### src/rtl/rgb2luma_pipe.sv
// Three-stage RGB-to-luma pipeline: multiply, sum, then round and saturate.
// Define RGB2LUMA_THRESH_EN to add iTHRESH/oBIN dark-pixel flagging.
module rgb2luma_pipe #(
  parameter int DW      = 10,
  parameter int CW      = 8,
  parameter int KR_INIT = 77,
  parameter int KG_INIT = 150,
  parameter int KB_INIT = 29
) (
  input  logic          iCLK,
  input  logic          iRST,
  input  logic          iDVAL,
  output logic          oREADY,
  input  logic [DW-1:0] iRed,
  input  logic [DW-1:0] iGreen,
  input  logic [DW-1:0] iBlue,
  input  logic          iSOF,
  input  logic          iEOL,
  input  logic          iCOEF_WE,
  input  logic [CW-1:0] iKR,
  input  logic [CW-1:0] iKG,
  input  logic [CW-1:0] iKB,
  output logic          oDVAL,
  input  logic          iREADY,
  output logic [DW-1:0] oDATA,
  output logic          oSOF,
`ifdef RGB2LUMA_THRESH_EN
  input  logic [DW-1:0] iTHRESH,
  output logic          oBIN,
`endif
  output logic          oEOL
);

  localparam int PW = DW + CW;
  localparam int SW = DW + CW + 2;
  localparam int RW = SW + 1;
  localparam int YW = RW - CW;
  localparam logic [RW-1:0] RND =
    {{(RW-CW){1'b0}}, 1'b1, {(CW-1){1'b0}}};

  logic          en;
  logic          acc;

  logic [CW-1:0] kr_q, kr_d;
  logic [CW-1:0] kg_q, kg_d;
  logic [CW-1:0] kb_q, kb_d;

  logic          s1_vld_q, s1_vld_d;
  logic [PW-1:0] s1_pr_q, s1_pr_d;
  logic [PW-1:0] s1_pg_q, s1_pg_d;
  logic [PW-1:0] s1_pb_q, s1_pb_d;
  logic          s1_sof_q, s1_sof_d;
  logic          s1_eol_q, s1_eol_d;

  logic          s2_vld_q, s2_vld_d;
  logic [SW-1:0] s2_sum_q, s2_sum_d;
  logic          s2_sof_q, s2_sof_d;
  logic          s2_eol_q, s2_eol_d;

  logic          s3_vld_q, s3_vld_d;
  logic [DW-1:0] s3_y_q, s3_y_d;
  logic          s3_sof_q, s3_sof_d;
  logic          s3_eol_q, s3_eol_d;
`ifdef RGB2LUMA_THRESH_EN
  logic          s3_bin_q, s3_bin_d;
`endif

  logic [RW-1:0] rnd;
  logic [YW-1:0] yfull;
  logic [DW-1:0] ysat;

  always_comb begin
    en  = !s3_vld_q || iREADY;
    acc = iDVAL && en;

    kr_d = kr_q;
    kg_d = kg_q;
    kb_d = kb_q;
    if (iCOEF_WE) begin
      kr_d = iKR;
      kg_d = iKG;
      kb_d = iKB;
    end

    rnd   = {1'b0, s2_sum_q} + RND;
    yfull = YW'(rnd >> CW);
    if (|yfull[YW-1:DW]) ysat = '1;
    else                 ysat = yfull[DW-1:0];

    s1_vld_d = s1_vld_q;
    s1_pr_d  = s1_pr_q;
    s1_pg_d  = s1_pg_q;
    s1_pb_d  = s1_pb_q;
    s1_sof_d = s1_sof_q;
    s1_eol_d = s1_eol_q;
    s2_vld_d = s2_vld_q;
    s2_sum_d = s2_sum_q;
    s2_sof_d = s2_sof_q;
    s2_eol_d = s2_eol_q;
    s3_vld_d = s3_vld_q;
    s3_y_d   = s3_y_q;
    s3_sof_d = s3_sof_q;
    s3_eol_d = s3_eol_q;
`ifdef RGB2LUMA_THRESH_EN
    s3_bin_d = s3_bin_q;
`endif

    // Old coefficients apply to a pixel accepted alongside a write.
    if (en) begin
      s1_vld_d = acc;
      s1_pr_d  = PW'(iRed)   * PW'(kr_q);
      s1_pg_d  = PW'(iGreen) * PW'(kg_q);
      s1_pb_d  = PW'(iBlue)  * PW'(kb_q);
      s1_sof_d = iSOF && acc;
      s1_eol_d = iEOL && acc;

      s2_vld_d = s1_vld_q;
      s2_sum_d = SW'(s1_pr_q) + SW'(s1_pg_q)
               + SW'(s1_pb_q);
      s2_sof_d = s1_sof_q;
      s2_eol_d = s1_eol_q;

      s3_vld_d = s2_vld_q;
      s3_y_d   = ysat;
      s3_sof_d = s2_sof_q;
      s3_eol_d = s2_eol_q;
`ifdef RGB2LUMA_THRESH_EN
      s3_bin_d = ysat < iTHRESH;
`endif
    end
  end

  always_ff @(posedge iCLK or negedge iRST) begin
    if (!iRST) begin
      kr_q     <= CW'(KR_INIT);
      kg_q     <= CW'(KG_INIT);
      kb_q     <= CW'(KB_INIT);
      s1_vld_q <= 1'b0;
      s1_pr_q  <= '0;
      s1_pg_q  <= '0;
      s1_pb_q  <= '0;
      s1_sof_q <= 1'b0;
      s1_eol_q <= 1'b0;
      s2_vld_q <= 1'b0;
      s2_sum_q <= '0;
      s2_sof_q <= 1'b0;
      s2_eol_q <= 1'b0;
      s3_vld_q <= 1'b0;
      s3_y_q   <= '0;
      s3_sof_q <= 1'b0;
      s3_eol_q <= 1'b0;
`ifdef RGB2LUMA_THRESH_EN
      s3_bin_q <= 1'b0;
`endif
    end else begin
      kr_q     <= kr_d;
      kg_q     <= kg_d;
      kb_q     <= kb_d;
      s1_vld_q <= s1_vld_d;
      s1_pr_q  <= s1_pr_d;
      s1_pg_q  <= s1_pg_d;
      s1_pb_q  <= s1_pb_d;
      s1_sof_q <= s1_sof_d;
      s1_eol_q <= s1_eol_d;
      s2_vld_q <= s2_vld_d;
      s2_sum_q <= s2_sum_d;
      s2_sof_q <= s2_sof_d;
      s2_eol_q <= s2_eol_d;
      s3_vld_q <= s3_vld_d;
      s3_y_q   <= s3_y_d;
      s3_sof_q <= s3_sof_d;
      s3_eol_q <= s3_eol_d;
`ifdef RGB2LUMA_THRESH_EN
      s3_bin_q <= s3_bin_d;
`endif
    end
  end

  assign oREADY = en;
  assign oDVAL  = s3_vld_q;
  assign oDATA  = s3_y_q;
  assign oSOF   = s3_sof_q;
  assign oEOL   = s3_eol_q;
`ifdef RGB2LUMA_THRESH_EN
  assign oBIN   = s3_bin_q;
`endif

endmodule

### config.mk
export PLATFORM = sky130hd
export DESIGN_NAME = rgb2luma_pipe
export DESIGN_NICKNAME = d
export VERILOG_FILES = /design/src/rtl/rgb2luma_pipe.sv
export SDC_FILE = /design/constraint.sdc
export NUM_CORES = 1
export LEC_CHECK = 0
export ABC_AREA = 1
export CORE_MARGIN = 5
export CORE_UTILIZATION = 30
export CTS_CLUSTER_DIAMETER = 40
export DETAILED_ROUTE_END_ITERATION = 6
export SLEW_MARGIN = 40
export SYNTH_ARGS = -nofsm -noshare
export SYNTH_HDL_FRONTEND = slang
export SYNTH_SLANG_ARGS = --single-unit
### constraint.sdc
create_clock -name iCLK -period 6.1 [get_ports iCLK]
set_input_delay 1.22 -clock iCLK [delete_from_list [all_inputs] [get_ports iCLK]]
set_output_delay 1.22 -clock iCLK [all_outputs]
set_load 0.05 [all_outputs]
==> results_dict.tcl, run 1 <==
set metrics [dict create \
    crit_arrival_ns 5.50 \
    drc 0 \
    antenna_left 0 \
    hp-class "reg -> reg" \
    regToRegEndpoint "s1_pb_q[10]" \
    root_buffer "clkbuf_16" \
    crit_path_cell_trace "clkdlybuf4s50_1 > nand2_1 > fa_1 > inv_1 > fa_1 > fa_1 > inv_1 > fa_1 > inv_1 > ha_1 > a21oi_1 > o21ai_0 > a21oi_1 > xor2_1 > o21ai_0" \
    hpwlAfterDp_mm 25.8 \
    grt_util_all_layers_pct 13.0 \
    fin_crit_ns 5.26 \
    fin_crit_sh_pct 86.2 \
    routed_via_density 4.48 \
    critPathMaxStageDelay_ns 0.68 \
    die_h_um 226 \
    slew_headroom_pct 47.7 \
    ios 75 \
    cp-startpoint "iBlue[5]" \
    power_density_nw_per_um2 520 \
    slowest_stage "clkdlybuf4s50_1" \
    rsz0062_at_grt "no" \
    fin_skew_ns 0.0103 \
    yosys.area.top_type "fa_1" \
    wl_mm 31.6 \
    synthTopCellsByArea "fa_1, dfrtp_1, nand2_1, inv_1, ha_1" \
    clkTransAtPathRegs_ns 0.09 \
    cp.depth 15 \
    whs_ns 0.470 \
    final_common_cell "nand2_1" \
    coreArea_um2 46300 \
    syn2layout_area_growth_pct 11.1 \
    cp.required_ns 6.34 \
    drt_first_pass_iters 5 \
    cts_buffer_depth 2 \
    gr-total-overflow 0 \
    yosysWarnings 0 \
    hold_viol 0 \
    die-width_um 226 \
    wl_per_cell_um 12.8 \
    drt-initial-drc-count 594 \
    die-area_um2 50900 \
    post_dp_cell_area_um2 15200 \
    htreeDepth 3 \
    ctsHoldBuffers 0 \
    synth_top_area_share_pct 23.1 \
    synthDistinctLibCells 42 \
    cp_max_fo 8 \
    leakage_uw 0.00897 \
    status "finished, final reports clean" \
    r2r_start "kb_q[4]" \
    finalSetupTns_ns 0 \
    crit_buf_inv 4 \
    row_count 79 \
    synth_area_um2 14000 \
    cts.sinks 110 \
    ir_drop_mv 0.308 \
    seq_area_frac_synth_pct 19.8 \
    syn-mean-instance-area_um2 7.56 \
    max_freq_ghz 0.190 \
    final_cell_mix "nand2_1, inv_1, fa_1" \
    finalInstanceArea_um2 15500 \
    portBuffers 74 \
    r2r_setup_slack_ns 1.68 \
    finalSetupViolCount 0 \
    grt_pass1_vias 11418 \
    syn_inst 1846 \
    num_antenna_cells 0 \
    start_util_pct 30.2 \
    gp_congestion 0.854 \
    startpoint_type "primary input" \
    postCtsSetupBuffers 0 \
    tightest_slew_ns 0.784 \
    cts.repair.resized 0 \
    critPathTopFamily "adder cells" \
    antenna_found_initial 0 \
    clk_latency_ns 0.38 \
    post-route-util_pct 33.5 \
    report.final.slew_viol_count 0 \
    path_common_cell "fa_1" \
    grt_max_degree 99 \
    cts_buffers 9 \
    crit_end "s1_pb_q[10]" \
    worstRegToRegCells 14 \
    via_count 11067 \
    final_layout_size_suffix_gt1_share_pct 4.50 \
    setup.worst_path.end_class "flop" \
    ys_ff_latch 110 \
    critical_path_class "in -> reg" \
    drv_cap 0 \
    grt_pass1_wl_mm 55.2 \
    final_nets 2215 \
    cts_tree "done" \
    synth_nets 2200 \
    total_power_uw 8070 \
]
==> registers in the layout, summed over array words and instances, names as in the netlist, 8 cells and up <==
signal    flops
kb_q          8
kg_q          8
s2_sum_q     13
s1_pr_q      18
s1_pg_q      18
s1_pb_q      18
oDATA        10
kr_q          8
==> worst min-delay path by stage <==
stage,from,to,slack (ns),cells past startpoint
global placement,s2_vld_q,oDVAL,0.45,2
finish,s2_vld_q,oDVAL,0.47,2
detailed placement,s2_vld_q,oDVAL,0.46,2
CTS,s2_vld_q,oDVAL,0.48,2
global route,oEOL,oEOL,0.50,2
floorplan,s2_vld_q,oDVAL,0.42,2
==> tightest hold or removal path, delay by kind of cell, from the launching register on <==
kind	cells	cell delay, ns
simple gates	1	0.06
flops	1	0.33
buf+inv	1	0.05
==> report_power, final <==
part           internal, µW  switching, µW
clock                   291            331
combinational          2310           3780
sequential             1050            310
==> through the flow <==
step           instances  setup WS (ns)
4_1_cts             2473          0.841
5_1_grt             2473          0.480
6_report            2473          0.842
3_3_place_gp        2457          0.350
3_5_place_dp        2457          0.423
2_1_floorplan       1846           1.17
==> layout make-up <==
class                      instances  area (µm²)
fill                            4948       30800
multi-input combinational       1210        9200
sequential                       110        2770
inverter                         451        1690
timing repair buffer              79         779
tap                              607         759
clock buffer                       9         225
clock inverter                     7        77.6
==> per-layer routing <==
metal	global-route usage (%)	vias to the layer above	part of all wire, %
li1	-	5539	-
met1	17.4	5348	46
met2	22.4	159	49
met3	2.03	21	3.3
met4	2.77	0	1.2
met5	0	-	0
==> logic make-up (layout without fill, tap and decap cells) <==
kind of cell	Yosys count	count (layout)	synth area share (%)
simple gates	712	712	20.9
buf+inv	526	546	14.2
fa+ha+maj	293	293	34.9
compound gates	150	150	6.06
flops	110	110	19.8
xor+xnor	31	31	2.05
mux	24	24	1.94
==> synthesized netlist by cell type (all sizes together) <==
| master | n |
|---|---|
| a21boi | 2 |
| a21o | 6 |
| a21oi | 54 |
| a31oi | 12 |
| and2 | 2 |
| buf | 15 |
| clkbuf | 60 |
| dfrtp | 98 |
| dfstp | 12 |
| fa | 161 |
| ha | 132 |
| inv | 451 |
| mux2 | 24 |
| nand2 | 508 |
| nand2b | 1 |
| nand3 | 72 |
| nand3b | 4 |
| nand4 | 12 |
| nor2 | 87 |
| nor3 | 16 |
| nor4 | 1 |
| o211ai | 1 |
| o21a | 1 |
| o21ai | 52 |
| o21bai | 13 |
| o31ai | 9 |
| or2 | 9 |
| xnor2 | 10 |
| xor2 | 21 |
(Power assumes the default switching activity.)
==> inputs of run 2 (changes only) <==
Settings changed: HOLD_SLACK_MARGIN set to 0.1, RECOVER_POWER set to 25.
Clock period 6.1 ns to 4.8 ns, I/O delays scaled along.
==> run 2 against run 1 <==
  * The run now ends with max-capacitance violations, max-slew violations left
  * Non-clock buffer count up 112
  * Clock power up 31%
  * Sequential power increased by 26%
  * Sequential cell count did not move
  * Worst hold slack got worse by 0.010 ns
  * Core utilization increased by 2.2 points
  * Global-route usage rose by 0.081 points
==> results_dict.tcl, run 2 (same netlist as run 1, synthesis figures left out) <==
set metrics [dict create \
    post_dp_cell_area_um2 16000 \
    finalSetupTns_ns 0 \
    syn2layout_area_growth_pct 18.4 \
    grt_pass1_wl_mm 55.4 \
    worstRegToRegCells 14 \
    die-width_um 226 \
    num_antenna_cells 0 \
    instances_no_fill 2585 \
    hold_depth 2 \
    drv_cap 1 \
    final_layout_size_suffix_gt1_share_pct 11.4 \
    cp.required_ns 5.08 \
    grt_pass1_vias 11654 \
    hold_viol 0 \
    root_buffer "clkbuf_16" \
    cts_buffer_depth 2 \
    ios 75 \
    clk_latency_ns 0.39 \
    slew_headroom_pct -74.8 \
    via_count 11361 \
    startpoint_type "primary input" \
    tightest_slew_ns 2.62 \
    wl_per_cell_um 12.4 \
    worstHoldStart "s2_vld_q" \
    final_common_cell "nand2_1" \
    cts.sinks 110 \
    hp-class "reg -> reg" \
    regToRegEndpoint "s1_pb_q[10]" \
    r2r_setup_slack_ns 0.48 \
    fin_crit_sh_pct 96.8 \
    routed_via_density 4.39 \
    finalSetupViolCount 0 \
    row_count 79 \
    finalInstanceArea_um2 16500 \
    violations "max-capacitance violations, max-slew violations" \
    htreeDepth 3 \
    final_nets 2327 \
    critical_path_class "in -> reg" \
    rsz0062_at_grt "yes" \
    fin_skew_ns 0.0128 \
    clkTransAtPathRegs_ns 0.08 \
    start_util_pct 30.2 \
    cts_buffers 9 \
    place_inst 2569 \
    setup.worst_path.end_class "flop" \
    ctsHoldBuffers 0 \
    cp_max_fo 4 \
    wl_mm 32.0 \
    grt_max_degree 99 \
    hpwlAfterDp_mm 26.5 \
    whs_ns 0.460 \
    drc 0 \
    drt-initial-drc-count 517 \
    report.final.slew_viol_count 45 \
    die_h_um 226 \
    gp_congestion 0.845 \
    crit_arrival_ns 4.93 \
    leakage_uw 0.00966 \
    cts_tree "done" \
    die-area_um2 50900 \
    status "finished with violations" \
    power_density_nw_per_um2 703 \
    r2r_start "kb_q[4]" \
    fin_crit_ns 4.65 \
    antenna_left 0 \
    final_cell_mix "nand2_1, inv_1, fa_1" \
    reg_top3 "s1_pb_q: 18 flops, s1_pg_q: 18 flops, s1_pr_q: 18 flops" \
    gr-total-overflow 0 \
    drt_first_pass_iters 5 \
    holdPathEnd "oDVAL" \
    coreArea_um2 46300 \
    antenna_found_initial 0 \
    portBuffers 74 \
    ir_drop_mv 0.402 \
    grt_util_all_layers_pct 13.1 \
    max_freq_ghz 0.215 \
]
## run 2: final cells by class
cell class,count,area [µm²]
clock buffer,10,239
clock inverter,6,72.6
fill,4853,29700
inverter,451,1690
multi-input combinational,1210,9350
sequential,110,2770
tap,607,759
timing repair buffer,191,1640
## run 2: per-stage QoR
stage          utilization (%)  total power, µW  setup slack, ns
2_1_floorplan                -             7640            0.133
3_3_place_gp              34.7            10500           -0.487
4_1_cts                   35.3            11500          0.00597
3_5_place_dp              34.7            10600           -0.574
5_1_grt                   35.7            13100          -0.0437
6_report                  35.7            11600            0.152
## run 2: routing by layer
layer  GRT usage [%]  vias up  share of wire (%)
met5               0        -                  0
met4            2.95        0                1.2
met3            1.66       25                2.8
met2            22.4      140                 49
met1            17.8     5440                 47
li1                -     5756                  -
## run 2: power breakdown
| part | internal (µW) | total, µW | switching (µW) |
|---|---|---|---|
| logic | 3940 | 9080 | 5140 |
| registers | 1340 | 1720 | 389 |
| clock network | 387 | 813 | 426 |
| total | 5660 | 11600 | 5960 |
## run 2: timing repair
| item | in CTS | in global routing |
|---|---|---|
| hold endpoints to repair | 0 | 0 |
| pin swaps | 0 | 7 |
| gates resized for setup | 6 | 51 |
| buffers inserted | 0 | 0 |
| endpoints found under the setup margin | 7 | 31 |
## run 2: worst max path at each step
stage	startpoint	endpoint	slack [ns]
6_report	iRed[0]	s1_pr_q[17]	0.15
5_1_grt	iRed[1]	s1_pr_q[17]	-0.04
4_1_cts	iBlue[7]	s1_pb_q[10]	0.006
3_5_place_dp	iBlue[5]	s1_pb_q[10]	-0.57
3_3_place_gp	iBlue[5]	s1_pb_q[10]	-0.49
2_1_floorplan	iRed[0]	s1_pr_q[12]	0.13
## run 2: critical path, cell delays in order
cell and delay (ns):
clkdlybuf4s50_1 0.48, nand2_1 0.08, fa_1 0.54, fa_1 0.55, inv_1 0.05, fa_1 0.54
inv_1 0.06, fa_1 0.53, inv_1 0.06, ha_4 0.28, nand2_1 0.12, nor3_1 0.16
nand3_1 0.11, nand3_2 0.13, a21o_1 0.12, nand2_1 0.04, nand3_1 0.05, nand2_1 0.06
